<file path="src/rtl/bch_31_decoder.sv">
// bch_31_decoder: iterative decoder for the binary BCH(31,21) code, t=2.
// Generator g(x)=x^10+x^9+x^8+x^6+x^5+x^3+1, GF(2^5) built on x^5+x^2+1.
// Codeword layout is {msg[20:0], parity[9:0]}; in_cw bit i is the x^i term.
//
// Ports
//   clk          rising-edge clock
//   rst          asynchronous, active-high reset
//   in_valid     in_cw holds a received word
//   in_ready     decoder is idle and will take in_cw
//   in_cw[30:0]  received word
//   out_valid    out_* hold a decode result
//   out_ready    consumer takes the result
//   out_msg      corrected message (bits 30:10 of the corrected word)
//   out_err_cnt  number of bits corrected (0..2)
//   out_fail     uncorrectable pattern; out_msg is then the raw in_cw[30:10]
//
// Fixed latency: out_valid rises 63 edges after the accepting edge
// (31 syndrome cycles, 1 solve cycle, 31 Chien cycles).
module bch_31_decoder (
  input  logic        clk,
  input  logic        rst,
  input  logic        in_valid,
  output logic        in_ready,
  input  logic [30:0] in_cw,
  output logic        out_valid,
  input  logic        out_ready,
  output logic [20:0] out_msg,
  output logic [1:0]  out_err_cnt,
  output logic        out_fail
);

  typedef enum logic [2:0] {IDLE, SYND, SOLVE, CHIEN, DONE} state_t;

  localparam logic [4:0] ALPHA1     = 5'b00010;  // alpha
  localparam logic [4:0] ALPHA3     = 5'b01000;  // alpha^3
  localparam logic [4:0] ALPHA_INV1 = 5'b10010;  // alpha^30 = alpha^-1
  localparam logic [4:0] ALPHA_INV2 = 5'b01001;  // alpha^29 = alpha^-2
  localparam logic [4:0] LAST       = 5'd30;

  // GF(2^5) multiply, shift-and-add with reduction by x^5 = x^2 + 1.
  function automatic logic [4:0] gf_mul(input logic [4:0] a, input logic [4:0] b);
    logic [4:0] p;
    logic [4:0] aa;
    // NOTE: blocking assignments here are intended; each line reads the value just computed.
    p  = '0;
    aa = a;
    for (int k = 0; k < 5; k++) begin
      if (b[k]) p ^= aa;
      aa = {aa[3:0], 1'b0} ^ (aa[4] ? 5'b00101 : 5'b00000);
    end
    return p;
  endfunction

  state_t      state, state_nxt;
  logic [4:0]  cnt;
  logic [30:0] rx;        // received word, kept unmodified for the fail path
  logic [30:0] mask;      // accumulated error locations
  logic [4:0]  s1, s3;
  logic [4:0]  sig0, t1, t2;
  logic [1:0]  deg, roots;
  logic        fail_flag;

  // Solve-stage arithmetic.
  logic [4:0]  s1_sq, s1_cube, sig2_c;
  logic [1:0]  deg_c;
  // Chien-stage arithmetic.
  logic        rx_bit, hit, bad;
  logic [30:0] mask_nxt;
  logic [1:0]  roots_nxt;

  assign rx_bit    = rx[LAST - cnt];
  assign s1_sq     = gf_mul(s1, s1);
  assign s1_cube   = gf_mul(s1, s1_sq);
  assign sig2_c    = s3 ^ s1_cube;
  assign deg_c     = (sig2_c != 5'd0) ? 2'd2 : ((s1 != 5'd0) ? 2'd1 : 2'd0);

  // sigma(alpha^-i) = sig0 + t1 + t2; a zero marks bit i as in error.
  assign hit       = ((sig0 ^ t1 ^ t2) == 5'd0) && (deg != 2'd0);
  assign mask_nxt  = hit ? (mask | (31'(1) << cnt)) : mask;
  assign roots_nxt = roots + {1'b0, hit};
  assign bad       = fail_flag || (roots_nxt != deg);

  // State register.
  always_ff @(posedge clk or posedge rst) begin
    // NOTE: sequential state uses non-blocking assignments so every register samples pre-edge values.
    if (rst) state <= IDLE;
    else     state <= state_nxt;
  end

  // Next-state logic.
  always_comb begin
    // NOTE: default first, so no path leaves state_nxt unassigned and no latch is inferred.
    state_nxt = state;
    case (state)
      IDLE:    if (in_valid)       state_nxt = SYND;
      SYND:    if (cnt == LAST)    state_nxt = SOLVE;
      SOLVE:                       state_nxt = CHIEN;
      CHIEN:   if (cnt == LAST)    state_nxt = DONE;
      DONE:    if (out_ready)      state_nxt = IDLE;
      default:                     state_nxt = IDLE;
    endcase
  end

  // Handshake outputs; in_ready is held low for the whole time rst is high.
  always_comb begin
    in_ready  = (state == IDLE) && !rst;
    out_valid = (state == DONE);
  end

  // Datapath.
  always_ff @(posedge clk or posedge rst) begin
    if (rst) begin
      cnt         <= '0;
      rx          <= '0;
      mask        <= '0;
      s1          <= '0;
      s3          <= '0;
      sig0        <= '0;
      t1          <= '0;
      t2          <= '0;
      deg         <= '0;
      roots       <= '0;
      fail_flag   <= 1'b0;
      out_msg     <= '0;
      out_err_cnt <= '0;
      out_fail    <= 1'b0;
    end else begin
      case (state)
        IDLE: if (in_valid) begin
          rx    <= in_cw;
          s1    <= '0;
          s3    <= '0;
          cnt   <= '0;
          mask  <= '0;
          roots <= '0;
        end
        SYND: begin
          // Horner: bits enter high to low, so S1 = sum r_i alpha^i, S3 = sum r_i alpha^3i.
          s1  <= gf_mul(s1, ALPHA1) ^ {4'b0, rx_bit};
          s3  <= gf_mul(s3, ALPHA3) ^ {4'b0, rx_bit};
          cnt <= (cnt == LAST) ? 5'd0 : cnt + 5'd1;
        end
        SOLVE: begin
          // Scaled Peterson locator: sigma(x) = S1 * prod(1 + X_k x); no division needed.
          sig0      <= s1;
          t1        <= s1_sq;
          t2        <= sig2_c;
          deg       <= deg_c;
          fail_flag <= (s1 == 5'd0) && (s3 != 5'd0);
        end
        CHIEN: begin
          t1    <= gf_mul(t1, ALPHA_INV1);
          t2    <= gf_mul(t2, ALPHA_INV2);
          mask  <= mask_nxt;
          roots <= roots_nxt;
          cnt   <= (cnt == LAST) ? 5'd0 : cnt + 5'd1;
          if (cnt == LAST) begin
            out_msg     <= bad ? rx[30:10] : (rx[30:10] ^ mask_nxt[30:10]);
            out_err_cnt <= bad ? 2'd0 : deg;
            out_fail    <= bad;
          end
        end
        default: ;
      endcase
    end
  end

endmodule
</file>
<file path="config.mk">
export PLATFORM = sky130hd
export DESIGN_NAME = bch_31_decoder
export DESIGN_NICKNAME = d
export VERILOG_FILES = /design/src/rtl/bch_31_decoder.sv
export SDC_FILE = /design/constraint.sdc
export NUM_CORES = 1
export LEC_CHECK = 0
export CAP_MARGIN = 20
export CELL_PAD_IN_SITES_DETAIL_PLACEMENT = 1
export CELL_PAD_IN_SITES_GLOBAL_PLACEMENT = 2
export CORE_AREA = 8 8 138 140
export DETAILED_ROUTE_END_ITERATION = 16
export DIE_AREA = 0 0 146 148
export PLACE_DENSITY = 0.88
export SLEW_MARGIN = 20
export SYNTH_ARGS = -nofsm -noshare
export SYNTH_HDL_FRONTEND = slang
export SYNTH_SLANG_ARGS = --single-unit
</file>
<file path="constraint.sdc">
create_clock -name clk -period 3.9 [get_ports clk]
set_clock_uncertainty 0.05 [all_clocks]
set_input_delay 0.39 -clock clk [delete_from_list [all_inputs] [get_ports clk]]
set_output_delay 0.39 -clock clk [all_outputs]
set_load 0.005 [all_outputs]
</file>
# Word-level counts from Yosys, hierarchy flattened
# Index checks and enable logic that the tools add are counted.
# word_totals
reg_bits,124
latch_bits,0
ramBits,0
romBits,0
input_bits,35
out_inout_bits,26
wordCells,138
mem_count,0
# op_classes
n_addsub,3
n_mul,0
n_div,0
n_lt_le_gt_ge,1
n_eq_ne,11
n_shift,1
muxes,51
n_bitwise,31
reduce_logical,24
# ops
op,n
two-way mux 5 bit,16
bitwise XOR 5 x 3 -> 5 bit,14
bitwise XOR 5 bit,13
two-way mux 31 bit,2
one-hot mux 31 bit (2 select lines),1
two-way mux 3 bit,18
one-hot mux 5 bit (2 select lines),5
OR 31 bit,1
"<< shifter 1 x 5 -> 31 bit, first input constant",1
two-way mux 21 bit,1
bitwise XOR 21 bit,1
one-hot mux 3 bit (5 select lines),1
nonzero test 5 bit,3
zero test 5 bit,2
AND reduction 2 bit,5
nonzero test 2 bit,5
bitwise XOR 5 x 1 -> 5 bit,2
"inequality test 2 bit, second input constant",4
"== test 3 x 2 -> 1 bit, second input constant",2
"< comparator 5 x 6 -> 1 bit, second input constant",1
two-way mux 2 bit,3
"adder 5 x 1 -> 5 bit, second input constant",1
binary-select mux 1 bit (select 5 bit),1
"== test 5 bit, second input constant",1
other kinds (15),18

# Logic depth before layout (Yosys ltp)
# depth
word_depth,22
depth_mapped,12
depth_no_buf,10

# Worst setup path before layout
# No wires, ideal clock.
# synth_path
kind,reg-to-reg
from,register cnt[2]
to,register s3[0]
setup_ns,0.132
arrival_ns,2.712
setup_slack_ns,1.006
stages_incl_launch_ff,11
path_buffers,3
period_less_slack_ns,2.894
path_cell_list,dfrtp_1 -> clkbuf_1 -> clkbuf_1 -> inv_1 -> ha_1 -> buf_1 -> mux4_2 -> mux4_2 -> mux2i_2 -> xor2_1 -> o21ai_1
# synth_via
elab_chain_len,5
# synth_rtl
item,line,source
from (decl),55,logic [4:0] cnt;
from (signal assigned),141,cnt <= (cnt == LAST) ? 5'd0 : cnt + 5'd1;
from (signal assigned),156,cnt <= (cnt == LAST) ? 5'd0 : cnt + 5'd1;
subtractor 5 bit,71,assign rx_bit = rx[LAST - cnt];
binary-select mux 1 bit (select 5 bit),71,
two-way mux 1 bit (not written as such),71,
bitwise XOR 5 x 1 -> 5 bit,140,"s3 <= gf_mul(s3, ALPHA3) ^ {4'b0, rx_bit};"
one-hot mux 5 bit (2 select lines),128,case (state)
to (signal assigned),140,
to (decl),58,"logic [4:0] s1, s3;"
# No other way between the ends. The select of a mux whose other input is x is not followed.
# A chain may end at the register's enable or synchronous reset.

# Worst setup path in the final report
# layout_path
from,register cnt[0]
to,register s3[0]
# The elaborated chain is that of the path after synthesis.

==> results.sh <==
export IMPL_r2r_end="s3[0]"
export IMPL_worstSetupPathType="reg -> reg"
export IMPL_cts_tree="yes"
export IMPL_dieArea_sq_mm=0.02161
export IMPL_netlist_area_sq_mm=0.006152
export IMPL_clk_pin_slew_ns=0.06
export IMPL_finalSetupViolCount=0
export IMPL_detail_route_antenna_nets=0
export IMPL_grt_ovfl_total=0
export IMPL_final_layout_size_suffix_gt1_share_pct=13.42
export IMPL_root_buffer="clkbuf_16"
export IMPL_slew_headroom_pct=41.08
export IMPL_grt_pass1_vias=5370
export IMPL_drt_iter0_markers=216
export IMPL_yosysWarnings=0
export IMPL_cp_required_ns=4.12
export IMPL_r2r_start="cnt[0]"
export IMPL_instances_no_fill=903
export IMPL_worstHoldPathCells=2
export IMPL_cts_max_level=4
export IMPL_vias_per_cell=5.132
export IMPL_coreArea_sq_mm=0.01694
export IMPL_dr_pass1_iters=4
export IMPL_cts_buffers=17
export IMPL_ys_seq_elements=114
export IMPL_hold_violations=0
export IMPL_cts_sinks=114
export IMPL_synthDistinctLibCells=48
export IMPL_crit_path_end_kind="flip-flop"
export IMPL_chipWidth_um=146
export IMPL_crit_path_max_fanout=15
export IMPL_max_clock_path_buffers=2
export IMPL_ys_seq_area_share_pct=46.37
export IMPL_finalNetCount=709
export IMPL_synth_avg_cell_area_sq_um=10.05
export IMPL_dp_cells=871
export IMPL_min_to="out_msg[8]"
export IMPL_pre_cts_ws_ns=0.4554
export IMPL_post_cts_buffers=0
export IMPL_min_delay_path_class="reg -> reg"
export IMPL_synth_main_ff_cell="dfrtp_1"
export IMPL_post_route_drc_count=0
export IMPL_cts_resized=0
export IMPL_syn_inst=612
export IMPL_power_mw=7.633
export IMPL_finalCriticalPeriod_ns=3.428
export IMPL_cp_start_kind="flip-flop"
export IMPL_ir_worst_vdd_uv=448.7
export IMPL_power_leakage_nw=3.310
export IMPL_io_pins=61
export IMPL_syn2layout_area_growth_pct=23.69
export IMPL_fin_setup_tns_ns=0
export IMPL_rsz0062_at_grt="no"
export IMPL_worst_slew_pin_slew_ns=0.8839
export IMPL_setup_ws_ns=0.4724
export IMPL_period_share_pct=87.89
export IMPL_hp_start="out_msg[8]"
export IMPL_p_per_area_mw_per_mm2=1003
export IMPL_worstSkewPairLatency_ns=0.41
export IMPL_antenna_found_initial=0
export IMPL_place_congestion=0.8150
export IMPL_status="finished clean"
export IMPL_grt_pass1_wl_mm=27.88
export IMPL_fp_row_count=48
export IMPL_start_util_pct=36.33
export IMPL_grt_max_degree=61
export IMPL_finalMaxSlewViolations=0
export IMPL_synth_edff_count=0
export IMPL_clock_fmax_mhz=291.8
export IMPL_syn_nets=656
export IMPL_drv_cap=0
export IMPL_worst_r2r_cell_count=7
export IMPL_routed_via_count=4634
export IMPL_dp_hpwl_mm=11.83
export IMPL_port_buffers=60
export IMPL_crit_arrival_ns=3.65
export IMPL_drt_wl_total_mm=16.52
export IMPL_wire_per_inst_um=18.30
export IMPL_die_height_um=148
export IMPL_num_antenna_cells=0
export IMPL_globalRouteTotalUtil_pct=16.12
export IMPL_ctsHoldBuffers=0
export IMPL_r2r_slack_ns=0.47
export IMPL_synth_async_sr_flop_share_pct=100.0
-- worst max-delay path by stage --
stage | from | end | slack (ns)
2_1_floorplan | rst | cnt[0] | 0.44
3_3_place_gp | cnt[0] | s3[0] | 0.50
3_5_place_dp | cnt[0] | s1[0] | 0.46
4_1_cts | cnt[0] | s3[0] | 0.43
5_1_grt | cnt[0] | s1[0] | 0.26
6_report | cnt[0] | s3[0] | 0.47
-- power by group --
group / switching [mW] / internal [mW] / leakage, nW
clock network: 0.571 / 1.09 / 0.299
logic: 2.03 / 1.89 / 1.52
registers: 0.462 / 1.59 / 1.49
total: 3.07 / 4.57 / 3.31
-- synth_stat cells, types with 2 or more instances --
cell type  count  share of area (%)
a21oi_1       43                3.5
a211oi_1       2               0.24
o21ai_0       52                4.2
o211ai_1       2               0.24
dfrtp_1      114                 46
mux2i_1        9                1.5
buf_1          3               0.18
xor2_1        17                2.4
nand2b_1      10                1.0
buf_2          7               0.57
ha_1           9                1.8
nor4b_1        2               0.28
nor2_1        58                3.5
nor3_1         4               0.33
mux4_2         9                3.3
o21ai_1        4               0.33
or3_1          3               0.31
xnor2_1       43                6.1
inv_1         10               0.61
and2_1         3               0.31
a21o_1         3               0.37
nand3b_1       2               0.24
mux2_2        31                5.7
o22ai_1        2               0.20
nand2_1       86                5.2
a31oi_1       11                1.1
xnor3_1        9                3.3
clkbuf_1      26                1.6
nor2b_1        7               0.71
nand3_1       13                1.1
-- sequential cells by signal, indices dropped and copies added, names as in the netlist --
signal / flops
deg: 2
out_msg: 21
t2: 5
roots: 2
s3: 5
mask: 21
sig0: 5
state: 3
out_fail: 1
out_err_cnt: 2
t1: 5
cnt: 5
rx: 31
s1: 5
fail_flag: 1
-- cells in the final DEF (no fill, tap or decap), types with 2 or more instances in the layout --
master	n
dfrtp_1	114
nand2_1	85
clkdlybuf4s50_1	60
nor2_1	58
o21ai_0	52
a21oi_1	43
xnor2_1	43
mux2_2	31
xor2_1	17
clkbuf_16	17
nand3_1	13
a31oi_1	11
nand2b_1	10
buf_4	10
xnor3_1	9
inv_1	9
mux2i_1	9
mux4_2	9
ha_1	9
nor2b_1	7
nor3_1	4
o21ai_1	4
bufinv_16	4
and2_1	3
or3_1	3
a21o_1	3
clkinv_2	3
clkinvlp_4	3
nor4b_1	2
a211oi_1	2
o211ai_1	2
o22ai_1	2
nand3b_1	2
clkinv_4	2
-- area by class of cell --
cell class              instances  area, sq um
repair buffers                 71        695.7
well taps                     225        281.5
inverters                      10        40.04
clock inverters                13        183.9
flip-flops and latches        114         2853
multi-input cells             451         3113
clock buffers                  19        442.9
fillers                      1906         9326
-- routing by layer --
layer  track usage, %  part of all wire, %
met4            5.564                  1.4
met5                0                    0
met2            29.42                   53
met3            3.760                  3.0
met1            18.12                   42
-- critical path, stage by stage, from the launching register on --
cell and delay (ns):
dfrtp_1 0.69, ha_1 0.43, ha_1 0.66, mux4_2 0.44
mux4_2 0.51, mux2i_2 0.26, xor2_1 0.18, o21ai_1 0.07
-- per-stage QoR --
| step | hold WS [ns] | utilization, % | cell area (sq um) |
|---|---|---|---|
| 2_1_floorplan | 0.3934 | - | 6152 |
| 3_5_place_dp | 0.4292 | 41.23 | 6983 |
| 6_report | 0.4404 | 44.93 | 7610 |
| 4_1_cts | 0.4457 | 44.93 | 7610 |
| 3_3_place_gp | 0.4196 | 41.23 | 6983 |
| 5_1_grt | 0.4697 | 44.93 | 7610 |
-- kinds of logic after synthesis --
logic type	after synthesis	synth area share, %
XOR/XNOR	72	12.75
multiplexers	50	10.66
AND/OR/NAND/NOR	197	14.54
flip-flops	114	46.37
adder cells (fa/ha/maj)	9	1.830
buffers and inverters	47	3.071
AO/OA/AOI/OAI	123	10.78
Power figures use the tool's default switching activity.
